<file path="src/rtl/serial_logic_unit.sv">
// serial_logic_unit: bitwise AND/OR/XOR/NOR over WIDTH bits, SLICE bits per cycle, LSB-first
module serial_logic_unit #(
    parameter int WIDTH = 32,
    parameter int SLICE = 4
) (
    input  logic             clk,
    input  logic             rst,
    input  logic             start,
    input  logic [1:0]       op,
    input  logic [WIDTH-1:0] a,
    input  logic [WIDTH-1:0] b,
    output logic [WIDTH-1:0] result,
    output logic             busy,
    output logic             done,
    output logic             zero
);
    localparam int K = WIDTH / SLICE;
    localparam int CW = K > 1 ? $clog2(K) : 1;
    localparam logic [WIDTH-1:0] M0 = {WIDTH{1'b1}} >> (WIDTH - SLICE);
    typedef enum logic [1:0] {IDLE, RUN, DONE} state_t;
    state_t state, state_n;
    logic [CW-1:0] k;
    logic [WIDTH-1:0] ra, rb, mask, f, nxt;
    logic [1:0] rop;
    logic last;
    // the full-width op is masked down to the active slice rather than part-selected by k
    assign f = rop == 2'b00 ? ra & rb : rop == 2'b01 ? ra | rb : rop == 2'b10 ? ra ^ rb : ~(ra | rb);
    assign nxt = result | (f & mask);
    assign last = k == CW'(K - 1);
    assign busy = state != IDLE;
    assign done = state == DONE;
    always_comb begin
        state_n = state;
        state_n = state == IDLE ? (start ? RUN : IDLE) : state == RUN ? (last ? DONE : RUN) : IDLE;
    end
    always_ff @(posedge clk or posedge rst)
        if (rst) begin
            state <= IDLE;
            result <= '0;
            zero <= 1'b0;
            k <= '0;
            mask <= M0;
            ra <= '0;
            rb <= '0;
            rop <= '0;
        end else begin
            state <= state_n;
            if (state == IDLE && start) begin
                ra <= a;
                rb <= b;
                rop <= op;
                result <= '0;
                k <= '0;
                mask <= M0;
            end
            if (state == RUN) begin
                result <= nxt;
                mask <= mask << SLICE;
                k <= last ? k : k + 1'b1;
                if (last) zero <= nxt == '0;
            end
        end
endmodule

</file>
<file path="config.mk">
export PLATFORM = sky130hd
export DESIGN_NAME = serial_logic_unit
export DESIGN_NICKNAME = d
export VERILOG_FILES = /design/src/rtl/serial_logic_unit.sv
export SDC_FILE = /design/constraint.sdc
export NUM_CORES = 1
export LEC_CHECK = 0
export ABC_CLOCK_PERIOD_IN_PS = 5500
export CORE_MARGIN = 2
export CORE_UTILIZATION = 41
export CTS_CLUSTER_DIAMETER = 150
export DETAILED_ROUTE_END_ITERATION = 7
export SLEW_MARGIN = 25
export SYNTH_ARGS = -nofsm -noshare
export SYNTH_HDL_FRONTEND = slang
export SYNTH_SLANG_ARGS = --single-unit
</file>
<file path="constraint.sdc">
create_clock -name clk -period 5.5 [get_ports clk]
set_input_delay 1.65 -clock clk [delete_from_list [all_inputs] [get_ports clk]]
set_output_delay 1.65 -clock clk [all_outputs]
set_load 0.1 [all_outputs]
</file>
==> results.ini <==
[synthesis]
synth_edf_count=0
netlist_instances=686
syn_area_um2=6716
yosysUniqueCellTypes=44
yosys_warnings=0
ys_ff_latch=112
synth_common_cells=dfrtp_1 (111), ha_1 (98), inv_1 (88)
synth_top_area_cell=dfrtp_1
yosysMostFrequentCell=dfrtp_1
synth_area_per_cell_um2=9.791
syn-num-nets=853
ys_dominant_reg_cell=dfrtp_1
synth_top_cell_area_share_pct=41.36
seq_area_frac_synth_pct=41.75
synthArstFlopShare_pct=100.0
netlist_top_cells_area=dfrtp_1 (41%), ha_1 (18%), o21ai_0 (5.7%)

[layout]
diodes=0
syn_to_final_growth_pct=22.19
fin_nets=934
layout-drive-gt1-share_pct=6.088
instances_no_fill=988
nFillCells=1475

[power]
power_density_nw_per_um2=619.6
p_comb_share_pct=56.1
irDropWorstVdd_mv=0.2334
internal_power_mw=2.610
switching_power_mw=2.475
clockPowerShare_pct=13.6
swShare_pct=48.67
p_leak_nw=3.818
power_frac_seq_pct=30.3
total_power_mw=5.085

[routing]
drc=0
wire_per_inst_um=16.23
via_per_inst=5.142
postRouteAntennaNets=0
first_pass_iters=5
wl_mm=16.04
vias=5080
drt_iter0_drc=380

[global_routing]
track_usage_pct=18.93
grt_pass1_wl_mm=26.16
antenna_found_initial=0
grt_pass1_vias=5070
grt_max_degree=102
grt-ovfl-total=0

[floorplanning]
die_y_um=132.0
die_x_um=132.0
io_pins=104
core_area_um2=15940
dieArea_um2=17420
rows=46
initial_core_util_pct=42.13

[sta]
fin_crit_sh_pct=66.20
max_freq_mhz=274.7
finalHoldViolCount=0
rsz0062_at_grt=no
fin_crit_ns=3.641
hold_slack_ns=0.5178
relSlewSlack_pct=34.12
finalSetupViolCount=0
tns_ns=0
fin_skew_ns=0.01020
drv_slew=0
tightest_slew_ns=0.9851

[cts]
cts_tree=done
clk_latency_ns=0.36
cts.htree.levels=3
ctsResizeCount=0
cts_made_buffers=9
hold_buffers=0
cts.clk_slew.worst_paths_ns=0.07
cts.sinks=112
cts_buffer_depth=2
root_buffer=clkbuf_16
cts_setup_buffers=0

[critical_path]
critPathCaptureType=output pin
crit_path_start_kind=flip-flop
critPathRequiredTime_ns=3.85
path_class=flip-flop to output pin
path_max_fanout=3
cp_data_arrival_time_ns=1.99

[run]
max_cap_violations=0

[placement]
gp_congestion=0.7769
dp_cells=972
hpwlAfterDp_mm=11.71
portBuffers=103

[hold_path]
hp-class=flip-flop to flip-flop

[status]
status=complete, no violations

==> cells in the final DEF, fill, tap and decap left out, types with 3 or more instances in the layout <==
cell type	count
dfrtp_1	110
nand4_1	5
a21oi_1	19
mux4_1	3
ha_1	98
a31oi_1	22
a22o_1	10
nor3_1	5
clkbuf_16	9
o21ai_0	76
a32o_1	3
clkdlybuf4s50_1	103
mux2_2	3
and2_1	4
mux2i_1	11
mux4_2	16
nand2_1	85
buf_4	7
nor2_1	46
inv_1	87
o211ai_1	3
nor4_1	7
clkbuf_8	3
nor2b_1	3
==> area by class of cell <==
cell class | count | area, µm² | area share, %
clock buffers | 14 | 274.0 | 3.339
clock inverters | 2 | 37.54 | 0.4574
inverters | 89 | 339.1 | 4.132
multi-input cells | 445 | 3395 | 41.36
flip-flops and latches | 112 | 2808 | 34.21
well taps | 216 | 270.3 | 3.293
repair buffers | 110 | 1084 | 13.20
==> per-stage QoR <==
step / util [%] / instance area (µm²) / setup WS, ns
floorplan: - / 6716 / 0.8927
global placement: 49.49 / 7890 / 1.921
detailed placement: 49.49 / 7890 / 1.866
CTS: 51.44 / 8202 / 1.839
global route: 51.48 / 8207 / 1.797
finish: 51.48 / 8207 / 1.859
==> power groups by stage <==
| stage | clock network, mW | registers [mW] | logic, mW |
|---|---|---|---|
| after detailed placement | 0 | 1.56 | 2.86 |
| after CTS | 0.712 | 1.54 | 2.88 |
| after global placement | 0 | 1.53 | 2.75 |
| after global routing | 0.740 | 1.60 | 3.14 |
| final | 0.691 | 1.54 | 2.85 |
| after floorplan | 0 | 1.98 | 1.67 |
==> registers in the layout, indices dropped and copies added, names as in the netlist <==
signal / cells
zero: 1
rop: 2
rb: 32
k: 3
result: 32
mask: 8
ra: 32
state: 2
==> critical path, cell delays in order (launching register included) <==
cell and delay (ns):
dfrtp_1 0.37, nor2b_1 0.13, clkdlybuf4s50_1 1.13
==> logic make-up (layout without fill, tap and decap cells) <==
| kind of cell | Yosys count | after routing | synth area share, % |
|---|---|---|---|
| fa+ha+maj | 98 | 98 | 18.26 |
| mux | 33 | 33 | 8.681 |
| buf+inv | 129 | 215 | 7.787 |
| flops | 112 | 112 | 41.75 |
| compound gates | 150 | 150 | 13.25 |
| simple gates | 164 | 164 | 10.28 |
==> layer usage <==
metal | global-route usage (%) | part of all wire [%] | vias up
met4 | 6.280 | 1.6 | 0
met2 | 31.54 | 49 | 123
met1 | 25.59 | 45 | 2467
met5 | 0 | 0 | -
met3 | 2.499 | 4.3 | 15
li1 | - | - | 2475
==> final timing paths <==
path                               to  slack (ns)      from  cells after the start
max                              done        1.86  state[1]                      2
min                              k[1]        0.52      k[1]                      1
max reg2reg                      zero        2.80    rop[0]                      6
max in group asynchronous  result[21]        2.91       rst                      3
min reg2reg                      k[1]        0.52      k[1]                      1
min in group asynchronous  result[24]        1.79       rst                      2
Note: power is estimated with default switching activity, not from simulation.
==> RTL change 1, RTL diff (same flow settings) <==
The parameter `SLICE` goes from 4 to 8.
--- a/src/rtl/serial_logic_unit.sv
+++ b/src/rtl/serial_logic_unit.sv
@@ -1,7 +1,7 @@
 // serial_logic_unit: bitwise AND/OR/XOR/NOR over WIDTH bits, SLICE bits per cycle, LSB-first
 module serial_logic_unit #(
     parameter int WIDTH = 32,
-    parameter int SLICE = 4
+    parameter int SLICE = 8
 ) (
     input  logic             clk,
     input  logic             rst,
Function: changed (a bounded check fails within 4 cycles, from zero or initial values and one cycle with rst high).
==> RTL change 1 against the original RTL <==
Final area decreased by 3.4%; critical path depth unchanged; sequential cell count decreased by 5; first-iteration DRC count decreased by 36%; power decreased by 5.2%; wire length decreased by 7.0%; area after synthesis decreased by 3.8%; critical path type unchanged; setup slack got worse by 0.067 ns.
==> RTL change 1: results (changes against the original RTL) <==
outcome:
  status: "finished clean"
yosys:
  synth_common_cells: "dfrtp_1 (106), ha_1 (97), inv_1 (93), nand2_1 (80), o21ai_0 (68)"
  yosys-top-cells-area: "dfrtp_1 (41%), ha_1 (19%), mux4_2 (8.4%), inv_1 (5.4%), o21ai_0 (5.3%)"
  ys_seq_area_frac: 0.415  # -0.00279
  yosys_register_bits: 107  # -4.5%
  netlist_instances: 651  # -5.1%
  synth_cell_types: 38  # -14%
  syn_nets: 817  # -4.2%
  yosysWarnings: 0  # unchanged
finish:
  final_cells: 953  # -3.5%
  drive_gt1_frac: 0.0714  # +0.0105
  inverters_excl_clock: 93  # +4.5%
  clk_share: 0.0336  # -0.00433
  buf_share: 0.136  # +0.00376
  nNonClkBuffers: 109  # -0.91%
  nMultiInputCombCells: 417  # -6.3%
  n_fill_cell: 1413  # -4.2%
  seqAreaFraction: 0.338  # -0.00374
  clock_buffers: 14  # unchanged
  multi_input_area_share: 0.414  # +0.000865
  fin_nets: 903  # -3.3%
setup_path:
  worstSetupStartpoint: "state[0]"
  cp_data_arrival_time_ns: 2.06  # +0.07 ns
  crit_fanout: 4  # +1
  cpPeakStageDelay_ns: 1.16  # +0.03 ns
  reg2reg_setup_slack_ns: 2.44  # -0.36 ns
  r2r-start: "rop[1]"
routing:
  dr.max_layer_used: "met4"
  drt_iter0_markers: 245  # -36%
  wl_met1_mm: 7.04  # -2.1%
  drt-pass1-iter-count: 4  # -1
  route.met3.wl_um: 473  # -31%
  wl_per_cell_um: 15.6  # -3.6%
  wl_met2_mm: 7.18  # -9.2%
  vias: 4768  # -6.1%
global_route:
  grt.total_usage: 0.187  # -0.00188
  use_met2: 0.311  # -0.00487
  grt_max_degree: 104  # +2.0%
  grt_use_met1: 0.259  # +0.00302
  use_met3: 0.0223  # -0.00269
  grt_pass1_vias: 4974  # -1.9%
  grt_pass1_wl_mm: 24.6  # -5.8%
power_and_ir_drop:
  power.internal_uw: 2470  # -5.2%
  ir_drop_v: 0.000314  # +34%
  power.leakage_uw: 0.00369  # -3.2%
clock_network:
  cts_resized: 0  # unchanged
placement:
  place_hpwl_mm: 10.8  # -7.8%
  dpl.cell_count: 937  # -3.6%
  gp_congestion: 0.815  # +4.9%
timing:
  setup_viol: 0  # unchanged
  worst_pin_slew_ns: 1.04  # +0.0504 ns
  clock_skew_ns: 0.00579  # -0.00441 ns
RTL change 1: changes by cell type in the layout (fill, tap and decap cells not counted), sizes merged, moves of 4 or more:
cell / unedited run / this run
nand3: 2 / 6
inv: 89 / 93
o21ai: 78 / 68
mux4: 19 / 24
nand2b: 2 / 9
nand2: 85 / 80
a211oi: 1 / 5
a31oi: 22 / 4
nor2: 46 / 41
mux2i: 11 / 6
dfrtp: 111 / 106
a21oi: 19 / 28
RTL change 1: worst register-to-register path, delay by kind of cell (launching register included):
family | cells | cell delay (ns)
DFF | 1 | 0.73
and+or+nand+nor | 2 | 0.72
muxes | 1 | 0.58
AOI/OAI and AO/OA | 2 | 0.54
buffers and inverters | 1 | 0.39
RTL change 1: metrics by stage:
step	cell area, um^2	worst slack [ns]	hold WS [ns]	total power (uW)
after global placement	7660	1.81	0.488	4130
after CTS	7920	1.77	0.525	4870
after global routing	7920	1.72	0.529	5240
after floorplan	6460	1.03	0.466	3510
final	7920	1.79	0.524	4820
after detailed placement	7660	1.73	0.505	4240
RTL change 1: worst min-delay path by stage:
stage                    from         to  cells past startpoint
CTS                      k[1]       k[1]                      1
global route          mask[7]    mask[7]                      2
finish              result[3]  result[3]                      2
detailed placement       k[1]       k[1]                      1
floorplan             mask[7]    mask[7]                      2
global placement         k[1]       k[1]                      1
RTL change 1: cell families (layout without fill, tap and decap cells):
logic type      after synthesis  in the layout  synth area share
mux                          33             33            0.0982
compound gates              125            125             0.113
buf+inv                     127            218            0.0773
simple gates                162            162             0.109
fa+ha+maj                    97             97             0.188
flops                       107            107             0.415
RTL change 1: power by group through the flow:
stage	Sequential (uW)	Clock [uW]	Combinational, uW
after floorplan	1890	0	1620
after global placement	1460	0	2670
after detailed placement	1480	0	2760
after CTS	1460	625	2790
after global routing	1510	655	3080
final	1460	614	2750
==> RTL change 2, RTL diff (same flow settings) <==
Without the edit above. Put one more register stage on the output `zero`, cleared by the reset. The value now appears one clock later. The other outputs are not delayed to match.
--- a/src/rtl/serial_logic_unit.sv
+++ b/src/rtl/serial_logic_unit.sv
@@ -18,6 +18,8 @@
     localparam int CW = K > 1 ? $clog2(K) : 1;
     localparam logic [WIDTH-1:0] M0 = {WIDTH{1'b1}} >> (WIDTH - SLICE);
     typedef enum logic [1:0] {IDLE, RUN, DONE} state_t;
+
+    logic zero_s0;
     state_t state, state_n;
     logic [CW-1:0] k;
     logic [WIDTH-1:0] ra, rb, mask, f, nxt;
@@ -37,7 +39,7 @@
         if (rst) begin
             state <= IDLE;
             result <= '0;
-            zero <= 1'b0;
+            zero_s0 <= 1'b0;
             k <= '0;
             mask <= M0;
             ra <= '0;
@@ -57,8 +59,16 @@
                 result <= nxt;
                 mask <= mask << SLICE;
                 k <= last ? k : k + 1'b1;
-                if (last) zero <= nxt == '0;
+                if (last) zero_s0 <= nxt == '0;
             end
         end
+    always_ff @(posedge clk or posedge rst) begin
+        if (rst) begin
+            zero <= '0;
+        end else begin
+            zero <= zero_s0;
+        end
+    end
+
 endmodule
 
Formal check against the unedited RTL: not equivalent (Yosys sat finds a counterexample within 10 cycles, from zero or initial values and one cycle with rst high).
==> RTL change 2 against the original RTL <==
Largest cell class unchanged; power increased by 6.3%; final area increased by 3.3%; area after synthesis increased by 0.37%; core utilization increased by 1.5 points; setup slack got worse by 0.060 ns; maximum frequency decreased by 1.6%; synthesized cell count increased by 0.15%; wire length increased by 2.1%; sequential cell count increased by 1; via count increased by 1.4%.
==> RTL change 2: results (changes against the original RTL) <==
yosys:
  synth_common_cells: "dfrtp_1 (112), ha_1 (98), inv_1 (88), nand2_1 (85), o21ai_0 (76)"
  yosys-top-cells-area: "dfrtp_1 (42%), ha_1 (18%), o21ai_0 (5.6%), mux4_2 (5.3%), inv_1 (4.9%)"
  ys_seq_area_frac: 0.420  # +0.00216
  muxShareOfSynthArea: 0.0865  # -0.000322
  synth_compound_area_frac: 0.132  # -0.000492
  synth_adder_area_share: 0.182  # -0.000678
  syn_nets: 854  # +0.12%
power_and_ir_drop:
  ir_drop_v: 0.000324  # +39%
  power.leakage_uw: 0.00397  # +3.8%
global_route:
  grt.total_usage: 0.199  # +0.00958
  grt_max_degree: 106  # +3.9%
  grt_pass1_wl_mm: 27.6  # +5.7%
  antenna_found_initial: 0  # unchanged
timing:
  max_slew_margin: 0.341  # -0.000386
  clock_skew_ns: 0.00719  # -0.00301 ns
clock_network:
  clk_pin_slew_ns: 0.05  # -0.02 ns
  numCtsBuffers: 17  # +8
  insertion_delay_ns: 0.41  # +0.05 ns
  h-tree-depth: 4  # +1
outcome:
  status: "finished clean"
placement:
  place_ws_ns: 1.85  # -0.0181 ns
  gp_congestion: 0.804  # +3.5%
  place_hpwl_mm: 12.0  # +2.3%
min_path:
  hold_start: "zero_s0"
routing:
  routed_via_density: 5.12  # -0.44%
  routed_wl_mm: 16.4  # +2.1%
  drt_iter0_markers: 344  # -9.5%
finish:
  fin_nets: 944  # +1.1%
  n_fill_cell: 1472  # -0.20%
  drive_gt1_frac: 0.0785  # +0.0176
setup_path:
  worstSetupStartpoint: "state[1]"
  r2r-start: "rop[0]"
RTL change 2: cell count changes after synthesis:
cell | unedited run | this run
dfrtp_1 | 111 | 112
RTL change 2: final timing paths:
| kind | endpoint | slack (ns) | cells after the start |
|---|---|---|---|
| setup reg to reg | zero_s0 | 2.34 | 5 |
| min in group asynchronous | rb[26] | 1.76 | 2 |
| hold / removal | zero | 0.37 | 0 |
| max in group asynchronous | result[24] | 2.83 | 3 |
| setup / recovery | done | 1.80 | 2 |
| hold reg to reg | zero | 0.37 | 0 |
RTL change 2: final cells by class:
class	count	area, um^2	share of cell area
multi-input cells	445	3390	0.401
flip-flops and latches	113	2830	0.334
repair buffers	111	1100	0.130
clock buffers	26	509	0.0601
inverters	89	337	0.0397
well taps	216	270	0.0319
clock inverters	6	30.0	0.00354
RTL change 2: cell families (layout without fill, tap and decap cells):
kind of cell             Yosys count  after routing
buffers and inverters            129            232
flip-flops                       113            113
AO/OA/AOI/OAI                    150            150
AND/OR/NAND/NOR                  164            164
multiplexers                      33             33
adder cells (fa/ha/maj)           98             98
RTL change 2: metal layers:
| metal | global-route usage | wire, um | vias up | part of all wire |
|---|---|---|---|---|
| li1 | - | - | 2498 | - |
| met5 | 0 | 0 | - | 0 |
| met3 | 0.0392 | 604 | 29 | 0.037 |
| met2 | 0.334 | 8180 | 104 | 0.50 |
| met4 | 0.0747 | 343 | 0 | 0.021 |
| met1 | 0.255 | 7240 | 2519 | 0.44 |
RTL change 2: through the flow:
stage / instances / area, um^2
final: 1006 / 8470
after global routing: 1006 / 8470
after CTS: 1005 / 8450
after detailed placement: 973 / 7920
after global placement: 973 / 7920
after floorplan: 687 / 6740
RTL change 2: power groups by stage:
stage	registers, uW	clock network (uW)	logic [uW]
3_3_place_gp	1530	0	2760
6_report	1540	994	2870
4_1_cts	1550	1010	2890
5_1_grt	1600	1050	3170
3_5_place_dp	1560	0	2870
2_1_floorplan	1990	0	1670
RTL change 2: critical path, cell delays in order (launching register included):
cell	delay, ns
dfrtp_1	0.37
nor2b_1	0.13
clkdlybuf4s50_1	1.13
